## src/rtl/if_fetch_unit.sv

```systemverilog
// ============================================================================
// Module   : if_fetch_unit
// Brief    : Instruction-fetch stage: PC, req/ready fetch, one-entry buffer.
// Revision : 1.0  initial release
// ============================================================================
`default_nettype none

module if_fetch_unit #(
    parameter int                   PC_WIDTH  = 16,
    parameter int                   INS_WIDTH = 16,
    parameter logic [PC_WIDTH-1:0]  RESET_PC  = 16'h0000,
    parameter logic [INS_WIDTH-1:0] EMPTY_INS = 16'h0800
) (
    input  logic                 clk,
    input  logic                 rst,
    input  logic                 pc_pause,
    input  logic                 branch_valid,
    input  logic [PC_WIDTH-1:0]  branch_target,
    input  logic                 mem_busy,
    output logic                 ram_req,
    output logic [PC_WIDTH-1:0]  ram_addr,
    input  logic                 ram_ready,
    input  logic [INS_WIDTH-1:0] ram_rdata,
    output logic [INS_WIDTH-1:0] ram_out_ins,
    output logic [PC_WIDTH-1:0]  pc_add_value,
    output logic                 pc_clear
);

    localparam logic [PC_WIDTH-1:0] PC_ONE = {{(PC_WIDTH-1){1'b0}}, 1'b1};

    typedef enum logic [1:0] {
        S_FETCH = 2'd0,
        S_WAIT  = 2'd1,
        S_DRAIN = 2'd2
    } state_t;

    state_t                 state_q, state_d;
    logic [PC_WIDTH-1:0]    pc_q, pc_d;
    logic [PC_WIDTH-1:0]    pc_buf_q, pc_buf_d;
    logic [INS_WIDTH-1:0]   ins_buf_q, ins_buf_d;
    logic                   buf_valid_q, buf_valid_d;
    logic [PC_WIDTH-1:0]    drain_addr_q, drain_addr_d;

    logic                   can_issue;
    logic                   consume;

    always_ff @(posedge clk or negedge rst) begin
        if (!rst) begin
            state_q      <= S_FETCH;
            pc_q         <= RESET_PC;
            pc_buf_q     <= '0;
            ins_buf_q    <= EMPTY_INS;
            buf_valid_q  <= 1'b0;
            drain_addr_q <= '0;
        end else begin
            state_q      <= state_d;
            pc_q         <= pc_d;
            pc_buf_q     <= pc_buf_d;
            ins_buf_q    <= ins_buf_d;
            buf_valid_q  <= buf_valid_d;
            drain_addr_q <= drain_addr_d;
        end
    end

    assign can_issue    = ~mem_busy & ~branch_valid & (~buf_valid_q | ~pc_pause);
    assign consume      = buf_valid_q & ~pc_pause;
    assign pc_clear     = ~buf_valid_q;
    assign ram_out_ins  = buf_valid_q ? ins_buf_q : EMPTY_INS;
    assign pc_add_value = pc_buf_q + PC_ONE;

    // Request is gated by reset so an outstanding transfer is dropped at once.
    always_comb begin
        ram_req  = 1'b0;
        ram_addr = pc_q;
        case (state_q)
            S_FETCH: ram_req = rst & can_issue;
            S_WAIT:  ram_req = rst;
            S_DRAIN: begin
                ram_req  = rst;
                ram_addr = drain_addr_q;
            end
            default: ram_req = 1'b0;
        endcase
    end

    always_comb begin
        state_d      = state_q;
        pc_d         = pc_q;
        pc_buf_d     = pc_buf_q;
        ins_buf_d    = ins_buf_q;
        buf_valid_d  = buf_valid_q & ~consume;
        drain_addr_d = drain_addr_q;

        if (branch_valid) begin
            pc_d        = branch_target;
            buf_valid_d = 1'b0;
            case (state_q)
                S_FETCH: state_d = S_FETCH;
                S_WAIT: begin
                    state_d      = ram_ready ? S_FETCH : S_DRAIN;
                    drain_addr_d = pc_q;
                end
                S_DRAIN: state_d = ram_ready ? S_FETCH : S_DRAIN;
                default: state_d = S_FETCH;
            endcase
        end else begin
            case (state_q)
                S_FETCH: begin
                    if (ram_req && ram_ready) begin
                        ins_buf_d   = ram_rdata;
                        pc_buf_d    = pc_q;
                        buf_valid_d = 1'b1;
                        pc_d        = pc_q + PC_ONE;
                    end else if (ram_req) begin
                        state_d = S_WAIT;
                    end
                end
                S_WAIT: begin
                    if (ram_ready) begin
                        ins_buf_d   = ram_rdata;
                        pc_buf_d    = pc_q;
                        buf_valid_d = 1'b1;
                        pc_d        = pc_q + PC_ONE;
                        state_d     = S_FETCH;
                    end
                end
                S_DRAIN: begin
                    if (ram_ready) begin
                        state_d = S_FETCH;
                    end
                end
                default: state_d = S_FETCH;
            endcase
        end
    end

endmodule

`default_nettype wire

```

## config.mk

```make
export PLATFORM = sky130hd
export DESIGN_NAME = if_fetch_unit
export DESIGN_NICKNAME = d
export VERILOG_FILES = /design/src/rtl/if_fetch_unit.sv
export SDC_FILE = /design/constraint.sdc
export NUM_CORES = 1
export LEC_CHECK = 0
export CORE_MARGIN = 2
export CORE_UTILIZATION = 49
export DETAILED_ROUTE_END_ITERATION = 12
export PLACE_DENSITY = 0.91
export SKIP_CTS_REPAIR_TIMING = 1
export SYNTH_ARGS = -nofsm -noshare
export SYNTH_HDL_FRONTEND = slang
export SYNTH_SLANG_ARGS = --single-unit
```

## constraint.sdc

```tcl
create_clock -name clk -period 3 [get_ports clk]
set_input_delay 0.45 -clock clk [delete_from_list [all_inputs] [get_ports clk]]
set_output_delay 0.45 -clock clk [all_outputs]
set_load 0.1 [all_outputs]
```

---- Word-level counts from Yosys, hierarchy flattened ----
Index checks and enable logic that the tools add are counted.
storage, ports and cells
  register bits ........................... 67
  output and inout bits ................... 50
cells by class
  $add $sub $neg .......................... 2
  eq/ne operators ......................... 9
  mux-type cells .......................... 24
  bitwise gates (word level) .............. 11
  reduce and logical (&&, ||, !) cells .... 9
operators by type and width
  operator                                               count
  2-to-1 mux 16 bit                                      9
  one-hot mux 16 bit (2 select lines)                    3
  adder 16 x 1 -> 16 bit, second input constant          2
  2-to-1 mux 2 bit                                       6
  inequality test 3 bit, second input constant           4
  AND reduction 3 bit                                    2
  bitwise AND 1 bit                                      5
  inverter 1 bit                                         5
  inequality test 2 bit, second input constant           2
  one-hot mux 1 bit (2 select lines)                     2
  one-hot mux 2 bit (2 select lines)                     1
  AND reduction 4 bit                                    1
  2-to-1 mux 1 bit                                       3
  inequality test 3 x 1 -> 1 bit, second input constant  1
  nonzero test 3 bit                                     1
  equality test 2 x 1 -> 1 bit, second input constant    1
  equality test 2 bit, second input constant             1
  zero test 2 bit                                        1
  AND reduction 2 bit                                    1
  nonzero test 2 bit                                     1
  OR reduction 2 bit                                     1
  logical AND 1 bit                                      1
  OR 1 bit                                               1

---- Longest topological paths before layout ----
Gate-level depths: netlist of run 1.
  word-level depth ........................ 9
  depth in mapped cells ................... 8

---- Least setup slack after synthesis of run 1 ----
Ideal clock, no wire load.
  path type ............................... flip-flop to output port
  start point ............................. register state_q[0]
  end point ............................... output port ram_addr[7]
  arrival time ............................ 3.180 ns
  data required time ...................... 2.550 ns
  setup slack ............................. -0.630 ns
  stages on the path, launching flop included .. 6
  path buffers ............................ 2
  path through ............................ dfrtp_1 -> inv_1 -> ha_1 -> clkbuf_1 -> clkbuf_1 -> o21ai_0
between the ends
  longest elaborated chain between the ends .. 2
RTL lines
  item                      RTL line  RTL
  start: declaration        37        state_t state_q, state_d;
  start signal: assignment  56        state_q <= state_d;
  equality test 2 bit       75        case (state_q)
  2-to-1 mux 16 bit         75
  end: declaration          21        output logic [PC_WIDTH-1:0] ram_addr,
Every way passes these cells.

---- Worst setup path after layout of run 1 ----
  start point ............................. register state_q[0]
  end point ............................... output port ram_addr[11]
The elaborated chain is that of the path after synthesis.

==> impl_metrics.env, run 1 <==
export IMPL_power_switching_share=0.501
export IMPL_wire_per_inst_um=16.1
export IMPL_final_core_util=0.678
export IMPL_crit_arrival_ns=2.15
export IMPL_wirelength_um=8210
export IMPL_pwr_share_seq=0.294
export IMPL_p_total_w=0.00523
export IMPL_drv_slew=0
export IMPL_rows=30
export IMPL_rsz0062_at_grt="no"
export IMPL_critPathRequiredTime_ns=2.55
export IMPL_post_dp_hpwl_um=5910
export IMPL_grt_pass1_vias=2801
export IMPL_syn_nets=366
export IMPL_cts_tree="built"
export IMPL_hp_class="in -> async"
export IMPL_drc=0
export IMPL_dieWidth_um=88.7
export IMPL_syn_inst=322
export IMPL_fmax_mhz=384
export IMPL_grt_usage=0.215
export IMPL_clk_pin_slew_ns=0.07
export IMPL_worst_path_max_fanout=16
export IMPL_multi_input_area_mm2=0.00174
export IMPL_cp_end_kind="output pin"
export IMPL_crit_slowest_cell="ha_1"
export IMPL_grt_pass1_wl_um=13100
export IMPL_diodes=0
export IMPL_switchingPower_w=0.00262
export IMPL_antenna_left=0
export IMPL_grt_start_max_net_pins=69
export IMPL_synth_top_cell_by_area="dfrtp_1"
export IMPL_ys_seq_area_frac=0.478
export IMPL_cts_sinks=67
export IMPL_slew_headroom=0.438
export IMPL_gp_congestion=0.840
export IMPL_synth_avg_cell_area_um2=10.9
export IMPL_cp_start_kind="register"
export IMPL_coreArea_mm2=0.00687
export IMPL_fin_area_mm2=0.00466
export IMPL_synth_area_mm2=0.00351
export IMPL_start_util=0.511
export IMPL_clockBufferDepth=2
export IMPL_max_stage_delay_ns=0.64
export IMPL_ff_latch_area_mm2=0.00168
export IMPL_clkPwrFrac=0.176
export IMPL_cts_buffers=9
export IMPL_synth_edf_count=0
export IMPL_synthFlopType="dfrtp_1"
export IMPL_hold_viol_final=0
export IMPL_p_comb_frac=0.530
export IMPL_synth_area_top_cells="dfrtp_1, mux2_2, or4_1, and2_1, nand2_1"
export IMPL_via_per_inst=5.51
export IMPL_rr_worst_depth=6
export IMPL_crit_path_cell_trace="inv_1 > ha_1 > mux2_2 > buf_4"
export IMPL_async_reset_ff_frac=1.00
export IMPL_die_height_um=88.7
export IMPL_setup_violations=0
export IMPL_drv_cap=0
export IMPL_drt_pre_antenna_iters=4
export IMPL_die_area_mm2=0.00786
export IMPL_synth_ff_latch_count=67
export IMPL_post_route_period_util=0.868
export IMPL_clock_skew_ns=0.00706
export IMPL_synth_distinct_cells=34
export IMPL_power_density_mw_per_mm2=1120
export IMPL_placed_area_mm2=0.00441
export IMPL_root_buffer="clkbuf_8"
export IMPL_period_needed_ns=2.60
export IMPL_synthDominantCellAreaShare=0.470
export IMPL_first_iter_violations=210
export IMPL_htreeDepth=3
export IMPL_crit_type="reg -> out"
export IMPL_worstMarginPinSlew_ns=0.842
export IMPL_vdd_drop_max_mv=0.630
export IMPL_yosysWarnings=0
export IMPL_drive_above_1_share=0.343
export IMPL_ios=88
export IMPL_area_growth_pct=32.7
export IMPL_clock_latency_ns=0.33
export IMPL_internal_power_w=0.00261
export IMPL_fillers=507
export IMPL_gr_total_overflow=0
export IMPL_status="finished, final reports clean"
export IMPL_io_buffers=87
export IMPL_grt_antenna_before_repair=0
export IMPL_fin_nets=453
export IMPL_leakagePower_nw=2.01
export IMPL_num_vias=2810
[synth_stat cells (3+ instances only)]
master,instances
or4_1,14
nor2_1,18
nand2_1,23
o21ai_0,6
buf_2,3
inv_1,9
nand3_1,16
nand4_1,4
o31ai_1,8
nand2b_1,4
dfrtp_1,66
xnor2_1,8
mux2_2,62
and2_1,15
a21oi_1,5
clkbuf_1,14
a31oi_1,10
ha_1,6
xor2_1,7
o211ai_1,6
[final timing paths]
path,from,end,slack (ns)
worst min register to register,drain_addr_q[7],drain_addr_q[7],0.48
worst min-delay path,rst,state_q[1],0.33
worst max register to register,buf_valid_q,ins_buf_q[1],0.66
max in group asynchronous,rst,pc_q[12],2.11
min in group clk,drain_addr_q[7],drain_addr_q[7],0.48
worst max-delay path,state_q[0],ram_addr[11],0.40
[cells by family after synthesis]
| kind of cell | synth area share |
|---|---|
| XOR/XNOR | 0.0374 |
| AO/OA/AOI/OAI | 0.0688 |
| AND/OR/NAND/NOR | 0.162 |
| multiplexers | 0.202 |
| adder cells (fa/ha/maj) | 0.0214 |
| flip-flops | 0.478 |
| buffers and inverters | 0.0310 |
[layer usage]
metal  global-route usage  share of wire
met1                0.287           0.42
met2                0.353           0.52
met3               0.0187          0.045
met4                0.102          0.019
met5                    0              0
[power groups by stage]
stage	clock, W	combinational, W	sequential [W]
floorplan	0	0.00224	0.00144
global placement	0	0.00273	0.00151
detailed placement	0	0.00278	0.00155
CTS	0.000933	0.00279	0.00154
global route	0.000981	0.00288	0.00158
finish	0.000920	0.00277	0.00154
[sequential cells by signal (all words and copies together), names as in the netlist]
register and flops:
drain_addr_q 16, ins_buf_q 16, pc_buf_q 16, pc_q 16
state_q 2, buf_valid_q 1
[cell type report]
class                   count  share of cell area
repair buffers             94               0.178
clock inverters             6              0.0242
multi-input cells         227               0.374
inverters                  10             0.00806
clock buffers              10              0.0295
flip-flops and latches     67               0.360
well taps                  96              0.0258
[metrics by stage]
step / setup TNS (ns) / hold slack [ns] / worst slack [ns] / std cells
global route: 0 / 0.411 / 0.259 / 510
floorplan: -0.0986 / 0.154 / -0.0986 / 322
CTS: 0 / 0.356 / 0.369 / 510
detailed placement: 0 / 0.473 / 0.396 / 494
global placement: 0 / 0.465 / 0.438 / 494
finish: 0 / 0.331 / 0.397 / 510
[cell usage in the layout, fill, tap and decap left out, types with 2 or more instances in the layout]
cell	synthesis	final
buf_4	0	54
o211ai_1	6	6
o31ai_1	8	8
nand3b_1	2	2
xor2_1	7	5
inv_1	9	9
a21oi_1	5	5
bufinv_16	0	3
xor2_2	0	2
ha_1	6	6
nor2_1	18	17
clkinv_4	0	2
xnor2_1	8	8
nand3_1	16	16
clkdlybuf4s50_1	0	36
buf_12	0	3
and3_1	2	2
or4_1	14	14
a31oi_1	10	10
nand2_1	23	23
clkbuf_8	0	10
or2_2	2	2
nand2b_1	4	4
nand4_1	4	4
dfrtp_1	66	66
mux2_2	62	62
and4_1	2	2
o21ai_0	6	5
and2_1	15	15
[critical path, delay by kind of cell (launching register included)]
kind       cells  cell delay [ns]
buf+inv        2             0.33
mux            1             0.42
flops          1             0.42
fa+ha+maj      1             0.64
(Power assumes the default switching activity.)
==> run 2: changes to the inputs <==
--- a/config.mk
+++ b/config.mk
@@ -5,8 +5,10 @@
 export SDC_FILE = /design/constraint.sdc
 export NUM_CORES = 1
 export LEC_CHECK = 0
+export CELL_PAD_IN_SITES_DETAIL_PLACEMENT = 1
+export CELL_PAD_IN_SITES_GLOBAL_PLACEMENT = 1
 export CORE_MARGIN = 2
-export CORE_UTILIZATION = 49
+export CORE_UTILIZATION = 38
 export DETAILED_ROUTE_END_ITERATION = 12
 export PLACE_DENSITY = 0.91
 export SKIP_CTS_REPAIR_TIMING = 1
==> run 2 against run 1 <==
  * Cell count up 2.9%
  * Wire length increased by 17%
  * Clock-buffer cell count decreased by 1
  * Hold slack better by 0.016 ns
  * Global-route usage shrank 1.1 points
  * Maximum frequency is 3.2% lower
  * Register-to-register slack lost 0.17 ns
  * Clock skew up 0.0051 ns
==> impl_metrics.env, run 2 (synthesis results as in run 1) <==
export IMPL_status="finished, final reports clean"
export IMPL_top_layer_used="met4"
export IMPL_power_switching_share=0.526
export IMPL_vdd_drop_max_mv=1.22
export IMPL_worst_path_max_fanout=5
export IMPL_fillers=1004
export IMPL_grt_usage=0.204
export IMPL_post_dp_hpwl_um=6900
export IMPL_drv_cap=0
export IMPL_htreeDepth=3
export IMPL_power_density_mw_per_mm2=1100
export IMPL_drc=0
export IMPL_clockBufferDepth=2
export IMPL_die_height_um=100
export IMPL_rows=35
export IMPL_coreArea_mm2=0.00911
export IMPL_hold_viol_final=0
export IMPL_fin_nets=453
export IMPL_wire_per_inst_um=18.4
export IMPL_r2r_slack_ns=0.49
export IMPL_root_buffer="clkbuf_8"
export IMPL_die_area_mm2=0.0100
export IMPL_area_growth_pct=31.8
export IMPL_drv_slew=0
export IMPL_drive_above_1_share=0.343
export IMPL_tns_ns=0
export IMPL_grt_pass1_vias=3059
export IMPL_fmax_mhz=372
export IMPL_clock_skew_ns=0.0122
export IMPL_ff_latch_area_mm2=0.00168
export IMPL_num_vias=2786
export IMPL_clkPwrFrac=0.150
export IMPL_whs_ns=0.347
export IMPL_cts_buffers=9
export IMPL_final_core_util=0.508
export IMPL_clk_pin_slew_ns=0.09
export IMPL_finalNonFillerCells=525
export IMPL_p_comb_frac=0.549
export IMPL_critical_path_top_delay_family="simple AND/OR/NAND/NOR gates"
export IMPL_crit_path_cell_trace="ha_1 > nand3_1 > or3_1 > nor2_1 > xor2_2 > buf_12"
export IMPL_dr_wl_met3_um=341
export IMPL_leakagePower_nw=1.97
export IMPL_path_buf_inv=1
export IMPL_grt_pass1_wl_um=15600
export IMPL_setup_violations=0
export IMPL_clock_latency_ns=0.35
export IMPL_diodes=0
export IMPL_drt_pre_antenna_iters=4
export IMPL_cts_sinks=67
export IMPL_first_iter_violations=68
export IMPL_dpl_cell_count=509
export IMPL_rsz0062_at_grt="no"
export IMPL_start_util=0.386
export IMPL_multi_input_area_mm2=0.00174
export IMPL_layout_common_cells="dfrtp_1, mux2_2, buf_4, clkdlybuf4s50_1, nand2_1"
export IMPL_hp_class="in -> async"
export IMPL_ios=88
export IMPL_crit_type="reg -> out"
export IMPL_io_buffers=87
export IMPL_internal_power_w=0.00242
export IMPL_post_route_period_util=0.896
export IMPL_antenna_left=0
export IMPL_grt_antenna_before_repair=0
export IMPL_cp_start_kind="register"
export IMPL_switchingPower_w=0.00269
export IMPL_dieWidth_um=100
export IMPL_crit_arrival_ns=2.24
export IMPL_max_stage_delay_ns=0.45
export IMPL_gr_total_overflow=0
export IMPL_met2WireLength_um=5080
export IMPL_period_needed_ns=2.69
export IMPL_cts_tree="built"
export IMPL_gp_congestion=0.769
export IMPL_via_per_inst=5.31
export IMPL_pwr_share_seq=0.301
export IMPL_slew_headroom=0.435
export IMPL_met1Wirelength_um=4050
export IMPL_wirelength_um=9630
export IMPL_critPathRequiredTime_ns=2.55
export IMPL_final_common_cell="dfrtp_1"
export IMPL_grt_start_max_net_pins=68
export IMPL_crit_slowest_cell="or3_1"
export IMPL_worstMarginPinSlew_ns=0.848
export IMPL_cp_end_kind="output pin"
## run 2: worst register-to-register path: cells and delay by family, from the launching register on
kind            cells  cell delay, ns
compound gates      2            0.93
flops               1            0.58
mux                 1            0.38
buf+inv             1            0.28
simple gates        1            0.22
## run 2: cell type report
cell class | instances | area share
multi-input combinational | 227 | 0.376
inverter | 10 | 0.00811
clock buffer | 9 | 0.0268
sequential | 67 | 0.362
timing repair buffer | 94 | 0.179
clock inverter | 7 | 0.0168
tap | 111 | 0.0300
## run 2: layer usage
metal,up-vias,global-route usage
met3,11,0.0397
met2,57,0.361
met4,0,0.0748
met5,-,0
li1,1320,-
met1,1398,0.247
## run 2: stage by stage
stage                     setup slack, ns  instance area [µm²]  total power (W)
final                               0.311                 4630          0.00511
after detailed placement            0.278                 4430          0.00436
after global placement              0.355                 4430          0.00426
after CTS                           0.290                 4630          0.00515
after global routing                0.169                 4630          0.00534
after floorplan                   -0.0986                 3530          0.00369
## run 2: power groups by stage
stage / clock, W / combinational (W) / sequential (W)
global route: 0.000825 / 0.00292 / 0.00159
global placement: 0 / 0.00275 / 0.00150
detailed placement: 0 / 0.00281 / 0.00155
finish: 0.000767 / 0.00280 / 0.00154
CTS: 0.000783 / 0.00283 / 0.00154
floorplan: 0 / 0.00224 / 0.00144
## run 2: final timing paths
check	start	end	depth (start not counted)
setup / recovery	pc_buf_q[0]	pc_add_value[14]	6
hold / removal	rst	ins_buf_q[15]	2
setup reg to reg	buf_valid_q	pc_buf_q[4]	5
hold reg to reg	drain_addr_q[7]	drain_addr_q[7]	2
max in group asynchronous	rst	drain_addr_q[13]	2
min in group clk	drain_addr_q[7]	drain_addr_q[7]	2
==> run 3: changes to the inputs <==
--- a/config.mk
+++ b/config.mk
@@ -7,11 +7,11 @@
 export LEC_CHECK = 0
 export CELL_PAD_IN_SITES_DETAIL_PLACEMENT = 1
 export CELL_PAD_IN_SITES_GLOBAL_PLACEMENT = 1
-export CORE_MARGIN = 2
-export CORE_UTILIZATION = 38
+export CORE_UTILIZATION = 41
 export DETAILED_ROUTE_END_ITERATION = 12
-export PLACE_DENSITY = 0.91
+export PLACE_DENSITY = 0.95
 export SKIP_CTS_REPAIR_TIMING = 1
+export SLEW_MARGIN = 20
 export SYNTH_ARGS = -nofsm -noshare
 export SYNTH_HDL_FRONTEND = slang
 export SYNTH_SLANG_ARGS = --single-unit
==> constraint.sdc (replaced) <==
create_clock -name clk -period 3.2 [get_ports clk]
set_input_delay 0.48 -clock clk [delete_from_list [all_inputs] [get_ports clk]]
set_output_delay 0.48 -clock clk [all_outputs]
set_load 0.1 [all_outputs]
==> run 3 against run 2 <==
  * Clock-buffer cell count grew 2
  * Sequential cell count unchanged
  * Sequential share of layout area increased by 0.38 points
  * Die area is 11% lower
  * Via count is 1.7% higher
  * Highest routed layer unchanged
==> impl_metrics.env, run 3 (synthesis results as in run 1) <==
export IMPL_coreArea_mm2=0.00826
export IMPL_grt_pass1_wl_um=15600
export IMPL_period_needed_ns=2.71
export IMPL_p_total_w=0.00482
export IMPL_tns_ns=0
export IMPL_antenna_left=0
export IMPL_cts_tree="built"
export IMPL_grt_antenna_before_repair=0
export IMPL_fillers=904
export IMPL_use_met3=0.0298
export IMPL_cts_sinks=67
export IMPL_drc=0
export IMPL_crit_slowest_cell="dfrtp_1"
export IMPL_max_stage_delay_ns=0.43
export IMPL_wire_per_inst_um=19.0
export IMPL_crit_end="pc_add_value[14]"
export IMPL_diodes=0
export IMPL_internal_power_w=0.00232
export IMPL_cts_buffers=9
export IMPL_worstMarginPinSlew_ns=0.848
export IMPL_via_per_inst=5.49
export IMPL_clkPwrFrac=0.164
export IMPL_p_comb_frac=0.535
export IMPL_root_buffer="clkbuf_8"
export IMPL_io_buffers=87
export IMPL_cp_start_kind="register"
export IMPL_post_route_period_util=0.848
export IMPL_fmax_mhz=369
export IMPL_fin_nets=451
export IMPL_drv_slew=0
export IMPL_drt_pre_antenna_iters=4
export IMPL_critical_path_startpoint="pc_buf_q[0]"
export IMPL_wirelength_um=9790
export IMPL_layout_common_cells="dfrtp_1, mux2_2, buf_4, clkdlybuf4s50_1, nand2_1"
export IMPL_grt_pass1_vias=3027
export IMPL_clock_skew_ns=0.0117
export IMPL_clock_latency_ns=0.35
export IMPL_die_height_um=94.6
export IMPL_post_dp_hpwl_um=6890
export IMPL_status="finished, final reports clean"
export IMPL_crit_arrival_ns=2.23
export IMPL_area_growth_pct=30.5
export IMPL_final_common_cell="dfrtp_1"
export IMPL_use_met2=0.403
export IMPL_gr_total_overflow=0
export IMPL_grt_busiest_layer="met2"
export IMPL_num_vias=2833
export IMPL_die_area_mm2=0.00894
export IMPL_fin_area_mm2=0.00458
export IMPL_first_iter_violations=159
export IMPL_drv_cap=0
export IMPL_start_util=0.425
export IMPL_ios=88
export IMPL_drive_above_1_share=0.331
export IMPL_critPathRequiredTime_ns=2.72
export IMPL_setup_violations=0
export IMPL_dpl_cell_count=501
export IMPL_gp_congestion=0.826
export IMPL_clk_pin_slew_ns=0.08
export IMPL_dieWidth_um=94.6
export IMPL_crit_type="reg -> out"
export IMPL_htreeDepth=3
export IMPL_rr_worst_depth=5
export IMPL_cp_end_kind="output pin"
export IMPL_layout_setup_ws_ns=0.487
export IMPL_grt_start_max_net_pins=68
export IMPL_clockBufferDepth=2
export IMPL_hp_class="in -> async"
export IMPL_grt_usage=0.231
export IMPL_worst_path_max_fanout=5
export IMPL_pwr_share_seq=0.301
export IMPL_pre_cts_ws_ns=0.579
export IMPL_finalNonFillerCells=516
export IMPL_power_density_mw_per_mm2=1050
export IMPL_worst_r2r_endpoint="pc_q[13]"
export IMPL_hold_viol_final=0
export IMPL_ff_latch_area_mm2=0.00168
export IMPL_rsz0062_at_grt="no"
export IMPL_multi_input_area_mm2=0.00173
export IMPL_rows=33
export IMPL_slew_headroom=0.435
export IMPL_use_met1=0.285
export IMPL_r2r_slack_ns=0.82
export IMPL_crit_path_cell_trace="ha_1 > nand3_1 > or3_1 > nor2_1 > xor2_1 > buf_4"
export IMPL_switchingPower_w=0.00250
export IMPL_placed_area_mm2=0.00437
export IMPL_vdd_drop_max_mv=0.536
export IMPL_r2r_start="buf_valid_q"
export IMPL_power_switching_share=0.518
export IMPL_leakagePower_nw=1.96
==> run 3: changes by cell type in the layout (fill, tap and decap cells not counted), moves of 2 or more <==
cell	change
buf_12	-2
xor2_1	+2
clkinvlp_4	-2
xor2_2	-2
==> run 3: critical path: cells and delay by family (launching register included) <==
| family | cells | cell delay (ns) |
|---|---|---|
| xor gates and xnor gates | 1 | 0.16 |
| adders and majority gates | 1 | 0.21 |
| DFF | 1 | 0.43 |
| buffers and inverters | 1 | 0.31 |
| and+or+nand+nor | 3 | 0.78 |
==> run 3: layout make-up <==
class,count,area share
inverter,10,0.00819
timing repair buffer,92,0.173
sequential,67,0.366
clock inverter,4,0.0164
multi-input combinational,227,0.377
clock buffer,11,0.0309
tap,105,0.0287
==> run 3: worst min-delay path by stage <==
stage / startpoint / endpoint / slack (ns) / cells after the start
floorplan: rst / buf_valid_q / 0.18 / 0
global placement: drain_addr_q[7] / drain_addr_q[7] / 0.46 / 2
detailed placement: drain_addr_q[7] / drain_addr_q[7] / 0.48 / 2
CTS: rst / ins_buf_q[0] / 0.41 / 2
global route: rst / ins_buf_q[0] / 0.47 / 2
finish: rst / ins_buf_q[3] / 0.40 / 2
==> run 3: power by group through the flow <==
stage | sequential [W] | combinational (W) | clock, W
2_1_floorplan | 0.00135 | 0.00210 | 0
3_3_place_gp | 0.00141 | 0.00252 | 0
3_5_place_dp | 0.00146 | 0.00258 | 0
4_1_cts | 0.00145 | 0.00260 | 0.000805
5_1_grt | 0.00150 | 0.00268 | 0.000841
6_report | 0.00145 | 0.00258 | 0.000788
==> run 3: per-layer routing <==
layer / routed length, µm / part of all wire / vias to the layer above
li1: - / - / 1320
met1: 4150 / 0.42 / 1429
met2: 5160 / 0.53 / 67
met3: 271 / 0.028 / 17
met4: 214 / 0.022 / 0
met5: 0 / 0 / -
==> run 3: through the flow <==
| step | utilization | hold WS [ns] |
|---|---|---|
| 2_1_floorplan | - | 0.184 |
| 3_3_place_gp | 0.529 | 0.463 |
| 3_5_place_dp | 0.529 | 0.476 |
| 4_1_cts | 0.555 | 0.414 |
| 5_1_grt | 0.555 | 0.469 |
| 6_report | 0.555 | 0.398 |
